### src/rtl/instr_decoder_pkg.sv
// Shared encodings for the MIPS main control decoder: opcode/funct values,
// control-field encodings, the ERET word and the packed control bundle.
package instr_decoder_pkg;

  // Primary opcodes
  localparam logic [5:0] OP_RTYPE  = 6'h00;
  localparam logic [5:0] OP_REGIMM = 6'h01;
  localparam logic [5:0] OP_J      = 6'h02;
  localparam logic [5:0] OP_JAL    = 6'h03;
  localparam logic [5:0] OP_BEQ    = 6'h04;
  localparam logic [5:0] OP_BNE    = 6'h05;
  localparam logic [5:0] OP_BLEZ   = 6'h06;
  localparam logic [5:0] OP_BGTZ   = 6'h07;
  localparam logic [5:0] OP_ADDI   = 6'h08;
  localparam logic [5:0] OP_ADDIU  = 6'h09;
  localparam logic [5:0] OP_SLTI   = 6'h0A;
  localparam logic [5:0] OP_SLTIU  = 6'h0B;
  localparam logic [5:0] OP_ANDI   = 6'h0C;
  localparam logic [5:0] OP_ORI    = 6'h0D;
  localparam logic [5:0] OP_XORI   = 6'h0E;
  localparam logic [5:0] OP_LUI    = 6'h0F;
  localparam logic [5:0] OP_COP0   = 6'h10;
  localparam logic [5:0] OP_LB     = 6'h20;
  localparam logic [5:0] OP_LH     = 6'h21;
  localparam logic [5:0] OP_LW     = 6'h23;
  localparam logic [5:0] OP_LBU    = 6'h24;
  localparam logic [5:0] OP_LHU    = 6'h25;
  localparam logic [5:0] OP_SB     = 6'h28;
  localparam logic [5:0] OP_SH     = 6'h29;
  localparam logic [5:0] OP_SW     = 6'h2B;

  // R-type funct codes
  localparam logic [5:0] FN_SLL   = 6'h00;
  localparam logic [5:0] FN_SRL   = 6'h02;
  localparam logic [5:0] FN_SRA   = 6'h03;
  localparam logic [5:0] FN_SLLV  = 6'h04;
  localparam logic [5:0] FN_SRLV  = 6'h06;
  localparam logic [5:0] FN_SRAV  = 6'h07;
  localparam logic [5:0] FN_JR    = 6'h08;
  localparam logic [5:0] FN_JALR  = 6'h09;
  localparam logic [5:0] FN_MFHI  = 6'h10;
  localparam logic [5:0] FN_MTHI  = 6'h11;
  localparam logic [5:0] FN_MFLO  = 6'h12;
  localparam logic [5:0] FN_MTLO  = 6'h13;
  localparam logic [5:0] FN_MULT  = 6'h18;
  localparam logic [5:0] FN_MULTU = 6'h19;
  localparam logic [5:0] FN_DIV   = 6'h1A;
  localparam logic [5:0] FN_DIVU  = 6'h1B;
  localparam logic [5:0] FN_ADD   = 6'h20;
  localparam logic [5:0] FN_ADDU  = 6'h21;
  localparam logic [5:0] FN_SUB   = 6'h22;
  localparam logic [5:0] FN_SUBU  = 6'h23;
  localparam logic [5:0] FN_AND   = 6'h24;
  localparam logic [5:0] FN_OR    = 6'h25;
  localparam logic [5:0] FN_XOR   = 6'h26;
  localparam logic [5:0] FN_NOR   = 6'h27;
  localparam logic [5:0] FN_SLT   = 6'h2A;
  localparam logic [5:0] FN_SLTU  = 6'h2B;

  // COP0 rs sub-codes
  localparam logic [4:0] RS_MF = 5'b00000;
  localparam logic [4:0] RS_MT = 5'b00100;

  // ALU operations
  localparam logic [3:0] ALU_ADD  = 4'd0;
  localparam logic [3:0] ALU_SUB  = 4'd1;
  localparam logic [3:0] ALU_AND  = 4'd2;
  localparam logic [3:0] ALU_OR   = 4'd3;
  localparam logic [3:0] ALU_XOR  = 4'd4;
  localparam logic [3:0] ALU_NOR  = 4'd5;
  localparam logic [3:0] ALU_SLT  = 4'd6;
  localparam logic [3:0] ALU_SLTU = 4'd7;
  localparam logic [3:0] ALU_SLL  = 4'd8;
  localparam logic [3:0] ALU_SRL  = 4'd9;
  localparam logic [3:0] ALU_SRA  = 4'd10;

  // Write-back source
  localparam logic [2:0] WD_ALU  = 3'd0;
  localparam logic [2:0] WD_MEM  = 3'd1;
  localparam logic [2:0] WD_PC8  = 3'd2;
  localparam logic [2:0] WD_HILO = 3'd3;
  localparam logic [2:0] WD_CP0  = 3'd4;

  // Destination register select
  localparam logic [1:0] RD_RT = 2'd0;
  localparam logic [1:0] RD_RD = 2'd1;
  localparam logic [1:0] RD_RA = 2'd2;

  // Immediate extension
  localparam logic [1:0] EXT_ZERO = 2'd0;
  localparam logic [1:0] EXT_SIGN = 2'd1;
  localparam logic [1:0] EXT_LUI  = 2'd2;

  // Memory access size
  localparam logic [1:0] MS_WORD = 2'd0;
  localparam logic [1:0] MS_HALF = 2'd1;
  localparam logic [1:0] MS_BYTE = 2'd2;

  // Branch type
  localparam logic [2:0] BR_NONE = 3'd0;
  localparam logic [2:0] BR_BEQ  = 3'd1;
  localparam logic [2:0] BR_BNE  = 3'd2;
  localparam logic [2:0] BR_BLEZ = 3'd3;
  localparam logic [2:0] BR_BGTZ = 3'd4;
  localparam logic [2:0] BR_BLTZ = 3'd5;
  localparam logic [2:0] BR_BGEZ = 3'd6;

  // Jump type
  localparam logic [1:0] J_NONE = 2'd0;
  localparam logic [1:0] J_IMM  = 2'd1;
  localparam logic [1:0] J_REG  = 2'd2;

  // Multiply/divide unit operation
  localparam logic [3:0] MD_NONE  = 4'd0;
  localparam logic [3:0] MD_MULT  = 4'd1;
  localparam logic [3:0] MD_MULTU = 4'd2;
  localparam logic [3:0] MD_DIV   = 4'd3;
  localparam logic [3:0] MD_DIVU  = 4'd4;
  localparam logic [3:0] MD_MTHI  = 4'd5;
  localparam logic [3:0] MD_MTLO  = 4'd6;
  localparam logic [3:0] MD_MFHI  = 4'd7;
  localparam logic [3:0] MD_MFLO  = 4'd8;

  localparam logic [31:0] ERET_WORD = 32'h4200_0018;
  localparam logic [4:0]  EXC_RI    = 5'd10;

  // Complete decoded control bundle
  typedef struct packed {
    logic       reg_we;
    logic [1:0] reg_dst;
    logic [2:0] wd_sel;
    logic       alu_src_b;
    logic [1:0] ext_op;
    logic [3:0] alu_op;
    logic       shamt_sel;
    logic       ov_check;
    logic       mem_we;
    logic       mem_load;
    logic [1:0] mem_size;
    logic       load_sign;
    logic [2:0] br_type;
    logic [1:0] j_type;
    logic [3:0] md_op;
    logic       bor_j;
    logic       cp0_we;
    logic       mfc0;
    logic       eret;
    logic       ri;
  } ctrl_t;

  // NOP-equivalent controls with the reserved-instruction flag raised
  function automatic ctrl_t illegal_ctrl();
    ctrl_t c;
    c    = '0;
    c.ri = 1'b1;
    return c;
  endfunction

  // Register-register ALU instruction writing rd
  function automatic ctrl_t r_alu(input logic [3:0] op, input logic shamt_sel);
    ctrl_t c;
    c           = '0;
    c.reg_we    = 1'b1;
    c.reg_dst   = RD_RD;
    c.wd_sel    = WD_ALU;
    c.alu_op    = op;
    c.shamt_sel = shamt_sel;
    return c;
  endfunction

  // Immediate ALU instruction writing rt
  function automatic ctrl_t i_alu(input logic [1:0] ext, input logic [3:0] op);
    ctrl_t c;
    c           = '0;
    c.reg_we    = 1'b1;
    c.reg_dst   = RD_RT;
    c.wd_sel    = WD_ALU;
    c.alu_src_b = 1'b1;
    c.ext_op    = ext;
    c.alu_op    = op;
    return c;
  endfunction

  // Load (is_load=1) or store; address is base + sign-extended offset
  function automatic ctrl_t mem_ctrl(input logic is_load, input logic [1:0] size,
                                     input logic sign);
    ctrl_t c;
    c           = '0;
    c.alu_src_b = 1'b1;
    c.ext_op    = EXT_SIGN;
    c.alu_op    = ALU_ADD;
    c.mem_size  = size;
    if (is_load) begin
      c.reg_we    = 1'b1;
      c.reg_dst   = RD_RT;
      c.wd_sel    = WD_MEM;
      c.mem_load  = 1'b1;
      c.load_sign = sign;
    end else begin
      c.mem_we    = 1'b1;
    end
    return c;
  endfunction

  // Conditional branch
  function automatic ctrl_t branch(input logic [2:0] br);
    ctrl_t c;
    c         = '0;
    c.br_type = br;
    c.bor_j   = 1'b1;
    return c;
  endfunction

  // Multiply/divide unit access; wb=1 for mfhi/mflo which write rd
  function automatic ctrl_t md_ctrl(input logic [3:0] op, input logic wb);
    ctrl_t c;
    c       = '0;
    c.md_op = op;
    if (wb) begin
      c.reg_we  = 1'b1;
      c.reg_dst = RD_RD;
      c.wd_sel  = WD_HILO;
    end else begin
      c.reg_we  = 1'b0;
    end
    return c;
  endfunction

endpackage

### src/rtl/instr_decoder.sv
// Main control decoder for the 5-stage MIPS pipeline with CP0.
// Combinational decode of Instr plus a one-cycle registered copy of the
// RI/ERET/CP0WE/BorJ flags for the following stage.
// Optional feature macro: DECODER_MDU_EN (mult/div/hi/lo instructions).
module instr_decoder
  import instr_decoder_pkg::*;
(
  input  logic        clk,
  input  logic        reset,
  input  logic [31:0] Instr,
  output logic        RegWE,
  output logic [1:0]  RegDst,
  output logic [2:0]  WDSel,
  output logic        ALUSrcB,
  output logic [1:0]  ExtOp,
  output logic [3:0]  ALUOp,
  output logic        ShamtSel,
  output logic        OvCheck,
  output logic        MemWE,
  output logic        MemLoad,
  output logic [1:0]  MemSize,
  output logic        LoadSign,
  output logic [2:0]  BrType,
  output logic [1:0]  JType,
  output logic [3:0]  MDOp,
  output logic        BorJ,
  output logic        CP0WE,
  output logic        MFC0,
  output logic        ERET,
  output logic        RI,
  output logic        RI_q,
  output logic        ERET_q,
  output logic        CP0WE_q,
  output logic        BorJ_q
);

  logic [5:0] opcode_s;
  logic [4:0] rs_s;
  logic [4:0] rt_s;
  logic [5:0] funct_s;
  ctrl_t      ctrl_s;
  logic [3:0] flags_d;
  logic [3:0] flags_q;

  assign opcode_s = Instr[31:26];
  assign rs_s     = Instr[25:21];
  assign rt_s     = Instr[20:16];
  assign funct_s  = Instr[5:0];

  // Instruction decode: anything not matched falls to the illegal bundle
  always_comb begin
    ctrl_s = illegal_ctrl();
    case (opcode_s)
      OP_RTYPE: begin
        case (funct_s)
          FN_ADD:  begin ctrl_s = r_alu(ALU_ADD, 1'b0); ctrl_s.ov_check = 1'b1; end
          FN_ADDU: ctrl_s = r_alu(ALU_ADD, 1'b0);
          FN_SUB:  begin ctrl_s = r_alu(ALU_SUB, 1'b0); ctrl_s.ov_check = 1'b1; end
          FN_SUBU: ctrl_s = r_alu(ALU_SUB, 1'b0);
          FN_AND:  ctrl_s = r_alu(ALU_AND, 1'b0);
          FN_OR:   ctrl_s = r_alu(ALU_OR, 1'b0);
          FN_XOR:  ctrl_s = r_alu(ALU_XOR, 1'b0);
          FN_NOR:  ctrl_s = r_alu(ALU_NOR, 1'b0);
          FN_SLT:  ctrl_s = r_alu(ALU_SLT, 1'b0);
          FN_SLTU: ctrl_s = r_alu(ALU_SLTU, 1'b0);
          FN_SLL:  ctrl_s = r_alu(ALU_SLL, 1'b0);
          FN_SRL:  ctrl_s = r_alu(ALU_SRL, 1'b0);
          FN_SRA:  ctrl_s = r_alu(ALU_SRA, 1'b0);
          FN_SLLV: ctrl_s = r_alu(ALU_SLL, 1'b1);
          FN_SRLV: ctrl_s = r_alu(ALU_SRL, 1'b1);
          FN_SRAV: ctrl_s = r_alu(ALU_SRA, 1'b1);
          FN_JR: begin
            ctrl_s        = '0;
            ctrl_s.j_type = J_REG;
            ctrl_s.bor_j  = 1'b1;
          end
          FN_JALR: begin
            ctrl_s         = '0;
            ctrl_s.reg_we  = 1'b1;
            ctrl_s.reg_dst = RD_RD;
            ctrl_s.wd_sel  = WD_PC8;
            ctrl_s.j_type  = J_REG;
            ctrl_s.bor_j   = 1'b1;
          end
`ifdef DECODER_MDU_EN
          FN_MULT:  ctrl_s = md_ctrl(MD_MULT, 1'b0);
          FN_MULTU: ctrl_s = md_ctrl(MD_MULTU, 1'b0);
          FN_DIV:   ctrl_s = md_ctrl(MD_DIV, 1'b0);
          FN_DIVU:  ctrl_s = md_ctrl(MD_DIVU, 1'b0);
          FN_MTHI:  ctrl_s = md_ctrl(MD_MTHI, 1'b0);
          FN_MTLO:  ctrl_s = md_ctrl(MD_MTLO, 1'b0);
          FN_MFHI:  ctrl_s = md_ctrl(MD_MFHI, 1'b1);
          FN_MFLO:  ctrl_s = md_ctrl(MD_MFLO, 1'b1);
`else
          FN_MULT, FN_MULTU, FN_DIV, FN_DIVU,
          FN_MTHI, FN_MTLO, FN_MFHI, FN_MFLO: ctrl_s = illegal_ctrl();
`endif
          default: ctrl_s = illegal_ctrl();
        endcase
      end
      OP_REGIMM: begin
        case (rt_s)
          5'd0:    ctrl_s = branch(BR_BLTZ);
          5'd1:    ctrl_s = branch(BR_BGEZ);
          default: ctrl_s = illegal_ctrl();
        endcase
      end
      OP_J: begin
        ctrl_s        = '0;
        ctrl_s.j_type = J_IMM;
        ctrl_s.bor_j  = 1'b1;
      end
      OP_JAL: begin
        ctrl_s         = '0;
        ctrl_s.reg_we  = 1'b1;
        ctrl_s.reg_dst = RD_RA;
        ctrl_s.wd_sel  = WD_PC8;
        ctrl_s.j_type  = J_IMM;
        ctrl_s.bor_j   = 1'b1;
      end
      OP_BEQ:   ctrl_s = branch(BR_BEQ);
      OP_BNE:   ctrl_s = branch(BR_BNE);
      OP_BLEZ:  ctrl_s = branch(BR_BLEZ);
      OP_BGTZ:  ctrl_s = branch(BR_BGTZ);
      OP_ADDI:  begin ctrl_s = i_alu(EXT_SIGN, ALU_ADD); ctrl_s.ov_check = 1'b1; end
      OP_ADDIU: ctrl_s = i_alu(EXT_SIGN, ALU_ADD);
      OP_SLTI:  ctrl_s = i_alu(EXT_SIGN, ALU_SLT);
      OP_SLTIU: ctrl_s = i_alu(EXT_SIGN, ALU_SLTU);
      OP_ANDI:  ctrl_s = i_alu(EXT_ZERO, ALU_AND);
      OP_ORI:   ctrl_s = i_alu(EXT_ZERO, ALU_OR);
      OP_XORI:  ctrl_s = i_alu(EXT_ZERO, ALU_XOR);
      // lui: immediate already shifted by the extender, OR'd with rs ($0)
      OP_LUI:   ctrl_s = i_alu(EXT_LUI, ALU_OR);
      OP_LW:    ctrl_s = mem_ctrl(1'b1, MS_WORD, 1'b0);
      OP_LH:    ctrl_s = mem_ctrl(1'b1, MS_HALF, 1'b1);
      OP_LHU:   ctrl_s = mem_ctrl(1'b1, MS_HALF, 1'b0);
      OP_LB:    ctrl_s = mem_ctrl(1'b1, MS_BYTE, 1'b1);
      OP_LBU:   ctrl_s = mem_ctrl(1'b1, MS_BYTE, 1'b0);
      OP_SW:    ctrl_s = mem_ctrl(1'b0, MS_WORD, 1'b0);
      OP_SH:    ctrl_s = mem_ctrl(1'b0, MS_HALF, 1'b0);
      OP_SB:    ctrl_s = mem_ctrl(1'b0, MS_BYTE, 1'b0);
      OP_COP0: begin
        // eret is matched on the whole word; other CO-space words are illegal
        if (Instr == ERET_WORD) begin
          ctrl_s      = '0;
          ctrl_s.eret = 1'b1;
        end else begin
          case (rs_s)
            RS_MF: begin
              ctrl_s         = '0;
              ctrl_s.reg_we  = 1'b1;
              ctrl_s.reg_dst = RD_RT;
              ctrl_s.wd_sel  = WD_CP0;
              ctrl_s.mfc0    = 1'b1;
            end
            RS_MT: begin
              ctrl_s        = '0;
              ctrl_s.cp0_we = 1'b1;
            end
            default: ctrl_s = illegal_ctrl();
          endcase
        end
      end
      default: ctrl_s = illegal_ctrl();
    endcase
  end

  assign RegWE    = ctrl_s.reg_we;
  assign RegDst   = ctrl_s.reg_dst;
  assign WDSel    = ctrl_s.wd_sel;
  assign ALUSrcB  = ctrl_s.alu_src_b;
  assign ExtOp    = ctrl_s.ext_op;
  assign ALUOp    = ctrl_s.alu_op;
  assign ShamtSel = ctrl_s.shamt_sel;
  assign OvCheck  = ctrl_s.ov_check;
  assign MemWE    = ctrl_s.mem_we;
  assign MemLoad  = ctrl_s.mem_load;
  assign MemSize  = ctrl_s.mem_size;
  assign LoadSign = ctrl_s.load_sign;
  assign BrType   = ctrl_s.br_type;
  assign JType    = ctrl_s.j_type;
  assign MDOp     = ctrl_s.md_op;
  assign BorJ     = ctrl_s.bor_j;
  assign CP0WE    = ctrl_s.cp0_we;
  assign MFC0     = ctrl_s.mfc0;
  assign ERET     = ctrl_s.eret;
  assign RI       = ctrl_s.ri;

  // Next value of the forwarded exception/CP0 flags
  always_comb begin
    flags_d = {ctrl_s.ri, ctrl_s.eret, ctrl_s.cp0_we, ctrl_s.bor_j};
  end

  // One-cycle flag pipeline register; reset has priority over new data
  always_ff @(posedge clk) begin
    if (reset) begin
      flags_q <= 4'b0000;
    end else begin
      flags_q <= flags_d;
    end
  end

  assign RI_q    = flags_q[3];
  assign ERET_q  = flags_q[2];
  assign CP0WE_q = flags_q[1];
  assign BorJ_q  = flags_q[0];

endmodule

### config.mk
export PLATFORM = sky130hd
export DESIGN_NAME = instr_decoder
export DESIGN_NICKNAME = d
export VERILOG_FILES = /design/src/rtl/instr_decoder_pkg.sv /design/src/rtl/instr_decoder.sv
export SDC_FILE = /design/constraint.sdc
export NUM_CORES = 1
export LEC_CHECK = 0
export ABC_AREA = 1
export BUFFER_PORTS_ARGS = -buffer_cell sky130_fd_sc_hd__buf_2
export CAP_MARGIN = 20
export CELL_PAD_IN_SITES_DETAIL_PLACEMENT = 1
export CELL_PAD_IN_SITES_GLOBAL_PLACEMENT = 1
export CORE_ASPECT_RATIO = 0.7
export CORE_MARGIN = 3
export CORE_UTILIZATION = 25
export DETAILED_ROUTE_END_ITERATION = 7
export PLACE_DENSITY = 0.82
export SYNTH_ARGS = -nofsm -noshare
export SYNTH_HDL_FRONTEND = slang
export SYNTH_SLANG_ARGS = --single-unit
export TNS_END_PERCENT = 1
### constraint.sdc
create_clock -name clk -period 1.2 [get_ports clk]
set_input_delay 0.12 -clock clk [delete_from_list [all_inputs] [get_ports clk]]
set_output_delay 0.12 -clock clk [all_outputs]
set_load 0.02 [all_outputs]
==> impl_metrics.yaml, run 1 <==
finish:
  drive_gt1_share_pct: 68.6
  area_delta_synth_final_pct: 149
  final_cell_mix: "buf_4, buf_2, nand2_1"
  reg.largest.list: "flags_q: 4 flops"
  layout_commonest_cell: "buf_4"
  largest_reg_flops: 4
  fillers: 478
  nets: 380
  regMostFlops: "flags_q"
  n_antenna_cell: 0
  stdcell_area_um2: 2560
  final_util_pct: 68.4
routing:
  via_per_inst: 5.97
  ant_nets: 0
  drtIter0Drc: 339
  wire_per_inst_um: 26.2
  dr.pass1.iters: 5
  remaining_drc_errors: 0
  routed_wl_um: 10300
  vias: 2354
synthesis:
  syn_inst: 203
  synth_area_leaders: "nand2_1, inv_1, nor2_1"
  synth_cell_types: 22
  synth.avg_cell_area_um2: 5.07
  yosysTopAreaCellShare_pct: 14.2
  synth-seq-area-share_pct: 7.79
  syn-cell-area_um2: 1030
  ys_seq_elements: 4
  yosysWarningCount: 0
  yosys.area.top_type: "nand2_1"
setup_path:
  required_ns: 1.08
  slowest_delay_ns: 0.26
  critical_path_peak_fanout: 2
  endpoint_kind: "output pin"
  critPathLaunchType: "input port"
  worst_path_max_delay_cell: "nor2_1"
  cp_top_family: "simple AND/OR/NAND/NOR gates"
  worstSetupPathType: "in2out"
  crit_buf_inv: 4
  path_cells: "buf_2 > nor2_1 > nand3_1 > buf_4 > inv_1 > nand4_1 > nor2_1 > buf_4"
  arrival_ns: 1.62
placed_design:
  place.detailed.hpwl_um: 4780
  finalWeightedCongestion: 0.887
  pre_cts_slack_ns: -0.349
  place_area_um2: 1880
  port_buffers: 67
floorplan:
  core_um2: 3740
  rows: 18
  dieArea_um2: 4930
  die_x_um: 82.7
  start_util_pct: 27.5
  ios: 72
  die_h_um: 59.7
status:
  violations: "negative setup slack"
  outcome: "complete, but fails checks"
power:
  p_leak_uw: 0.00140
  power.density_nw_per_um2: 480
  p_int_uw: 692
  swShare_pct: 43.6
  p_comb_share_pct: 65.4
  pwr-share-seq_pct: 11.4
  vdd_drop_max_v: 0.000570
  p_sw_uw: 534
  clock_power_share_pct: 23.2
min_path:
  hp-class: "in2reg"
sta:
  max_clock_freq_mhz: 575
  setup_viol: 33
  setup_ws_ns: -0.540
  grt_setup_unrepaired: "true"
  hold_viol_final: 0
  fin_crit_sh_pct: 145
  slew_viol_final: 0
  min_period_ns: 1.74
global_routing:
  grt_pass1_vias: 2183
  grt_pass1_wl_um: 11200
  antenna_found_initial: 0
  overflow: 0
  grt_usage_pct: 30.5
  grt_start_max_net_pins: 12
clocking:
  numCtsBuffers: 3
  clkTransAtPathRegs_ns: 0.03
  cts.sinks: 4
  cts_root_buf: "clkbuf_8"
  cts_hold_buf: 0
  ctsLongestPathBuffers: 2
  h-tree-depth: 1
  cts_tree: "done"
job:
  maxCapViolations: 0
-- metal layers --
layer	share of wire, %	vias to the layer above	GRT usage, %
met3	12	64	4.97
met4	6.6	0	13.5
met1	36	1108	36.4
li1	-	936	-
met5	0	-	0
met2	45	246	53.9
-- final timing paths --
| kind | from | endpoint | slack [ns] | cells after the start |
|---|---|---|---|---|
| worst min-delay path | reset | flags_q[0] | 0.12 | 2 |
| worst max-delay path | Instr[19] | ERET | -0.54 | 8 |
-- power by group through the flow --
stage / registers (µW) / clock network, µW / logic [µW]
final: 140 / 285 / 802
after global routing: 140 / 299 / 823
after CTS: 140 / 278 / 586
after detailed placement: 142 / 0 / 500
after global placement: 141 / 0 / 479
after floorplan: 148 / 0 / 222
-- cells in the mapped netlist --
cell type / number
nand2_2: 5
nand4_1: 11
nand3_2: 3
o21ai_1: 1
o211ai_1: 3
nor2_4: 3
nand3b_1: 1
dfxtp_1: 4
inv_1: 38
buf_4: 7
inv_2: 3
nor3_1: 8
a21oi_1: 6
nand3_1: 19
or3_1: 1
conb_1: 1
nor2_1: 33
o21ai_0: 6
nor2_2: 5
nand2_1: 39
buf_2: 1
nor4_1: 5
-- repair_timing --
item	in CTS	in global routing
buffers inserted	6	7
setup endpoints to repair	26	31
pin swaps	21	27
cloned	0	1
gates resized for setup	70	92
-- through the flow --
stage	hold WS, ns	total power [µW]	instances	TNS, ns
final	0.123	1230	394	-6.63
after detailed placement	0.351	642	377	-5.05
after CTS	0.134	1000	386	-1.79
after global routing	0.131	1260	394	-7.12
after global placement	0.337	620	377	-3.37
after floorplan	0.189	370	206	-0.458
-- cells by family after synthesis --
| family | share of synthesized area, % |
|---|---|
| AND/OR/NAND/NOR | 62.8 |
| buffers and inverters | 20.6 |
| flip-flops | 7.79 |
| other | 0.365 |
| AO/OA/AOI/OAI | 8.52 |
-- final cells by class --
type	count	area [µm²]	share of cell area, %
Tap cell	50	62.6	2.45
Sequential cell	4	80.1	3.13
Timing Repair Buffer	143	1130	44.0
Multi-Input combinational cell	153	1080	42.4
Inverter	41	164	6.41
Clock buffer	3	41.3	1.61
Power figures use the tool's default switching activity.
==> inputs of run 2 (changes only) <==
--- a/config.mk
+++ b/config.mk
@@ -8,13 +8,11 @@
 export ABC_AREA = 1
 export BUFFER_PORTS_ARGS = -buffer_cell sky130_fd_sc_hd__buf_2
 export CAP_MARGIN = 20
-export CELL_PAD_IN_SITES_DETAIL_PLACEMENT = 1
-export CELL_PAD_IN_SITES_GLOBAL_PLACEMENT = 1
 export CORE_ASPECT_RATIO = 0.7
 export CORE_MARGIN = 3
-export CORE_UTILIZATION = 25
+export CORE_UTILIZATION = 41
 export DETAILED_ROUTE_END_ITERATION = 7
-export PLACE_DENSITY = 0.82
+export PLACE_DENSITY = 0.81
 export SYNTH_ARGS = -nofsm -noshare
 export SYNTH_HDL_FRONTEND = slang
 export SYNTH_SLANG_ARGS = --single-unit
==> impl_metrics.yaml, run 2 <==
synthesis:
  synth_cell_types: 22
  synth_area_leaders: "nand2_1, inv_1, nor2_1"
  postSynth.asyncResetShare_pct: 0
  synth-seq-area-share_pct: 7.79
  yosysMostFrequentCell: "nand2_1"
  yosys.area.top_type: "nand2_1"
  yosysTopAreaCellShare_pct: 14.2
  syn_inst: 203
  syn-cell-area_um2: 1030
  synthTopCellsByCount: "nand2_1, inv_1, nor2_1"
  yosysWarningCount: 0
  ys.flop_type: "dfxtp_1"
  synth.avg_cell_area_um2: 5.07
  synth_edf_count: 0
  ys_seq_elements: 4
status:
  outcome: "did not finish"
  outcome.stop_stage: "global routing"
  error: "[ERROR DPL-0038] Utilization greater than 100%, impossible to legalize"
floorplan:
  die_x_um: 65.9
  die_h_um: 47.9
  start_util_pct: 45.5
  rows: 14
  ios: 72
clocking:
  ctsLongestPathBuffers: 2
  h-tree-depth: 1
  cts_root_buf: "clkbuf_4"
  cts_hold_buf: 0
  numCtsBuffers: 3
  cts.sinks: 4
sta:
  crit_endpoint: "RI"
  worstEpCategory: "top-level output"
placed_design:
  port_buffers: 67
  place.detailed.hpwl_um: 3780
  finalWeightedCongestion: 0.940
global_routing:
  grt_start_max_net_pins: 12
-- run 2: cell counts after synthesis --
Identical to the previous run, type by type.
-- run 2: logic make-up after synthesis --
logic type | after synthesis | synth area share [%]
AOI/OAI and AO/OA | 16 | 8.52
buffers and inverters | 49 | 20.6
DFF | 4 | 7.79
other | 1 | 0.365
and+or+nand+nor | 133 | 62.8
-- run 2: per-stage QoR --
stage / cells / setup slack, ns / cell area [µm²] / utilization (%) / setup TNS [ns]
global placement: 354 / -0.208 / 1820 / 80.4 / -2.47
floorplan: 206 / -0.107 / 1060 / - / -0.458
CTS: 359 / -0.141 / 2000 / 88.4 / -1.42
detailed placement: 354 / -0.238 / 1820 / 80.4 / -3.35
-- run 2: timing repair --
item | in CTS
gates resized for setup | 50
setup endpoints to repair | 24
hold endpoints to repair | 0
pin swaps | 14
setup buffers | 2
==> inputs of run 3 (changes only) <==
--- a/config.mk
+++ b/config.mk
@@ -8,11 +8,10 @@
 export ABC_AREA = 1
 export BUFFER_PORTS_ARGS = -buffer_cell sky130_fd_sc_hd__buf_2
 export CAP_MARGIN = 20
-export CORE_ASPECT_RATIO = 0.7
-export CORE_MARGIN = 3
-export CORE_UTILIZATION = 41
+export CORE_AREA = 3 3 64 66
 export DETAILED_ROUTE_END_ITERATION = 7
-export PLACE_DENSITY = 0.81
+export DIE_AREA = 0 0 67 69
+export PLACE_DENSITY_LB_ADDON = 0.15
 export SYNTH_ARGS = -nofsm -noshare
 export SYNTH_HDL_FRONTEND = slang
 export SYNTH_SLANG_ARGS = --single-unit
==> impl_metrics.yaml, run 3 (synthesized netlist as in run 1, its figures left out) <==
clocking:
  cts_root_buf: "clkbuf_8"
  numCtsBuffers: 3
  ctsLongestPathBuffers: 2
  cts.sinks: 4
  cts_tree: "done"
  h-tree-depth: 1
  clkTransAtPathRegs_ns: 0.03
  cts_hold_buf: 0
finish:
  final_util_pct: 63.2
  area_delta_synth_final_pct: 123
  largest_reg_flops: 4
  n_antenna_cell: 0
  regMostFlops: "flags_q"
  stdcell_count: 386
  drive_gt1_share_pct: 60.9
  stdcell_area_um2: 2290
  fillers: 357
  final_cell_mix: "buf_4, buf_2, inv_1"
  layout_commonest_cell: "buf_4"
  reg.largest.list: "flags_q: 4 flops"
  multi_input_area_um2: 958
  nets: 374
  seq_area_um2: 80.1
floorplan:
  ios: 72
  core_um2: 3630
  dieArea_um2: 4620
  die_x_um: 67
  rows: 22
  start_util_pct: 28.3
  die_h_um: 69
routing:
  vias: 1744
  via_per_inst: 4.52
  routed_wl_um: 4270
  dr.pass1.iters: 4
  remaining_drc_errors: 0
  ant_nets: 0
  drtIter0Drc: 43
  wire_per_inst_um: 11.1
status:
  outcome: "complete, but fails checks"
  violations: "negative setup slack"
power:
  p_leak_uw: 0.00132
  p_comb_share_pct: 57.6
  swShare_pct: 38.5
  clock_power_share_pct: 28.7
  vdd_drop_max_v: 0.000193
  p_sw_uw: 395
  power.density_nw_per_um2: 446
  pwr-share-seq_pct: 13.6
  p_int_uw: 630
sta:
  hold_viol_final: 0
  setup_ws_ns: -0.143
  setup_viol: 15
  slew_viol_final: 0
  max_clock_freq_mhz: 745
  grt_setup_unrepaired: "true"
  min_period_ns: 1.34
  fin_crit_sh_pct: 112
global_routing:
  grt_pass1_wl_um: 6370
  antenna_found_initial: 0
  overflow: 0
  grt_start_max_net_pins: 8
  grt_pass1_vias: 1548
  grt_usage_pct: 16.6
setup_path:
  critPathLaunchType: "input port"
  worstSetupPathType: "in2out"
  required_ns: 1.08
  endpoint_kind: "output pin"
  critical_path_peak_fanout: 4
  arrival_ns: 1.22
placed_design:
  dp.cells: 376
  place_area_um2: 1870
  port_buffers: 67
  place.detailed.hpwl_um: 3320
  finalWeightedCongestion: 0.892
job:
  maxCapViolations: 0
min_path:
  hp-class: "in2reg"
==> run 3: path summary, 6_finish.rpt <==
check	cells past startpoint	slack (ns)	to	startpoint
hold / removal	2	0.11	flags_q[0]	reset
setup / recovery	11	-0.14	RI	Instr[31]
==> run 3: what timing repair did <==
item	in CTS	in global routing
buffers inserted	3	5
gates cloned	0	0
gates resized for setup	55	51
setup endpoints to repair	21	24
pin swaps	15	19
==> run 3: area by class of cell <==
class	count	share of cell area (%)
clock buffer	3	1.80
inverter	41	6.92
multi-input combinational	153	41.8
sequential	4	3.49
tap	48	2.62
timing repair buffer	137	43.4
==> run 3: power by group through the flow <==
stage,combinational (µW),clock [µW],sequential (µW)
6_report,590,294,140
5_1_grt,640,308,140
4_1_cts,525,297,140
3_5_place_dp,472,0,142
3_3_place_gp,472,0,141
2_1_floorplan,222,0,148
==> run 3: per-stage QoR <==
step / setup slack, ns / hold WS, ns / TNS [ns] / total power (µW)
2_1_floorplan: -0.107 / 0.189 / -0.458 / 370
3_3_place_gp: -0.229 / 0.339 / -2.42 / 613
3_5_place_dp: -0.232 / 0.344 / -2.69 / 614
4_1_cts: -0.128 / 0.115 / -0.838 / 962
5_1_grt: -0.230 / 0.127 / -2.42 / 1090
6_report: -0.143 / 0.112 / -0.910 / 1020
==> run 3: per-layer routing <==
metal | GRT usage [%] | vias to the layer above | part of all wire [%]
li1 | - | 920 | -
met1 | 21.8 | 762 | 44
met2 | 28.2 | 55 | 49
met3 | 1.63 | 7 | 6.0
met4 | 4.73 | 0 | 1.4
met5 | 0 | - | 0
==> run 3: worst max-delay path: stages <==
cell and delay (ns):
buf_8 0.11, nor2_4 0.17, buf_6 0.15, nand3_4 0.08, nand2_2 0.10, nor2_2 0.05
nand2_2 0.08, nor2_2 0.04, nor2_2 0.13, inv_1 0.06, buf_6 0.13
==> inputs of run 4 (changes only) <==
==> constraint.sdc (replaced) <==
create_clock -name clk -period 1.2 [get_ports clk]
set_input_delay 0.06 -clock clk [delete_from_list [all_inputs] [get_ports clk]]
set_output_delay 0.06 -clock clk [all_outputs]
set_load 0.1 [all_outputs]
==> impl_metrics.yaml, run 4 (synthesized netlist as in run 1, its figures left out) <==
floorplan:
  die_h_um: 69
  die_x_um: 67
  core_um2: 3630
  start_util_pct: 28.3
  rows: 22
  ios: 72
  dieArea_um2: 4620
global_routing:
  overflow: 0
  grt_start_max_net_pins: 9
  antenna_found_initial: 0
  grt_pass1_vias: 1694
  grt_usage_pct: 19.9
  grt_pass1_wl_um: 7600
setup_path:
  cp_top_family: "simple AND/OR/NAND/NOR gates"
  endpoint_kind: "output pin"
  worstSetupPathType: "in2out"
  arrival_ns: 1.27
  slowest_delay_ns: 0.18
  crit_buf_inv: 5
  critPathLaunchType: "input port"
  critPathLaunch: "Instr[28]"
  worst_path_max_delay_cell: "nor2_4"
  path_cells: "buf_6 > buf_6 > nor2_4 > nand3_2 > nand2_2 > inv_2 > nand3_2 > nor2_1 > nor2_2 > inv_2 > buf_12"
  required_ns: 1.14
  critical_path_peak_fanout: 5
placed_design:
  pre_cts_slack_ns: -0.220
  port_buffers: 67
  place.detailed.hpwl_um: 3730
  finalWeightedCongestion: 0.898
status:
  violations: "negative setup slack"
  outcome: "complete, but fails checks"
power:
  power.density_nw_per_um2: 504
  vdd_drop_max_v: 0.000337
  p_leak_uw: 0.00137
finish:
  n_antenna_cell: 0
  largest_reg_flops: 4
  fillers: 292
  layout_commonest_cell: "buf_4"
  regMostFlops: "flags_q"
  reg.largest.list: "flags_q: 4 flops"
  seq_area_um2: 80.1
  area_delta_synth_final_pct: 158
  nets: 368
  multi_input_area_um2: 980
  final_cell_mix: "buf_4, nand2_1, buf_2, buf_12, inv_1"
  drive_gt1_share_pct: 61.1
routing:
  remaining_drc_errors: 0
  drtIter0Drc: 77
  via_per_inst: 4.59
  wire_per_inst_um: 12.0
  dr.pass1.iters: 4
  vias: 1745
  routed_wl_um: 4560
  ant_nets: 0
sta:
  fin_setup_tns_ns: -0.726
  setup_ws_ns: -0.126
  grt_setup_unrepaired: "true"
  setup_viol: 12
  min_period_ns: 1.33
  hold_viol_final: 0
  fin_crit_sh_pct: 111
  slew_viol_final: 0
  max_clock_freq_mhz: 754
min_path:
  min_from: "reset"
  hp-class: "in2reg"
clocking:
  cts.sinks: 4
  h-tree-depth: 1
  cts_hold_buf: 0
  clkTransAtPathRegs_ns: 0.03
  ctsLongestPathBuffers: 2
  numCtsBuffers: 3
  cts_tree: "done"
  cts_root_buf: "clkbuf_8"
job:
  maxCapViolations: 0
==> run 4: cell count changes in the layout (fill, tap and decap cells not counted), sizes merged <==
cell | previous run | this run
buf | 137 | 131
==> run 4: repair_timing <==
| item | 4_1_cts | 5_1_grt |
|---|---|---|
| gates cloned | 0 | 0 |
| resized for setup | 41 | 25 |
| setup buffers | 3 | 2 |
| endpoints found under the setup margin | 22 | 23 |
| endpoints found under the hold margin | 0 | 0 |
| pin swaps | 18 | 17 |
==> run 4: cell type report <==
| cell class | count | area share [%] |
|---|---|---|
| multi-input combinational | 153 | 37.0 |
| timing repair buffer | 131 | 50.3 |
| inverter | 41 | 5.90 |
| clock buffer | 3 | 1.56 |
| sequential | 4 | 3.02 |
| tap | 48 | 2.27 |
==> run 4: worst paths after layout <==
check	depth (start not counted)	slack (ns)	to
worst max-delay path	11	-0.13	RI
worst min-delay path	2	0.06	flags_q[3]
==> run 4: through the flow <==
stage | area [µm²] | total power [µW] | instances | util [%] | hold slack [ns]
floorplan | 1140 | 639 | 206 | - | 0.129
finish | 2650 | 1340 | 380 | 72.9 | 0.0624
detailed placement | 2360 | 982 | 372 | 65.0 | 0.277
global route | 2650 | 1410 | 380 | 72.9 | 0.0707
CTS | 2560 | 1310 | 378 | 70.5 | 0.0599
global placement | 2360 | 976 | 372 | 65.0 | 0.277
==> run 4: where the power goes <==
| group | switching [µW] | leakage (µW) | internal (µW) |
|---|---|---|---|
| combinational | 583 | 0.00131 | 340 |
| sequential | 0.819 | 0.0000326 | 139 |
| clock | 61.3 | 0.0000216 | 213 |
| total | 645 | 0.00137 | 691 |
==> run 4: per-layer routing <==
metal / track usage [%] / share of wire (%)
met3: 0.977 / 4.8
met4: 4.50 / 0.48
met5: 0 / 0
met1: 26.7 / 41
met2: 34.3 / 53
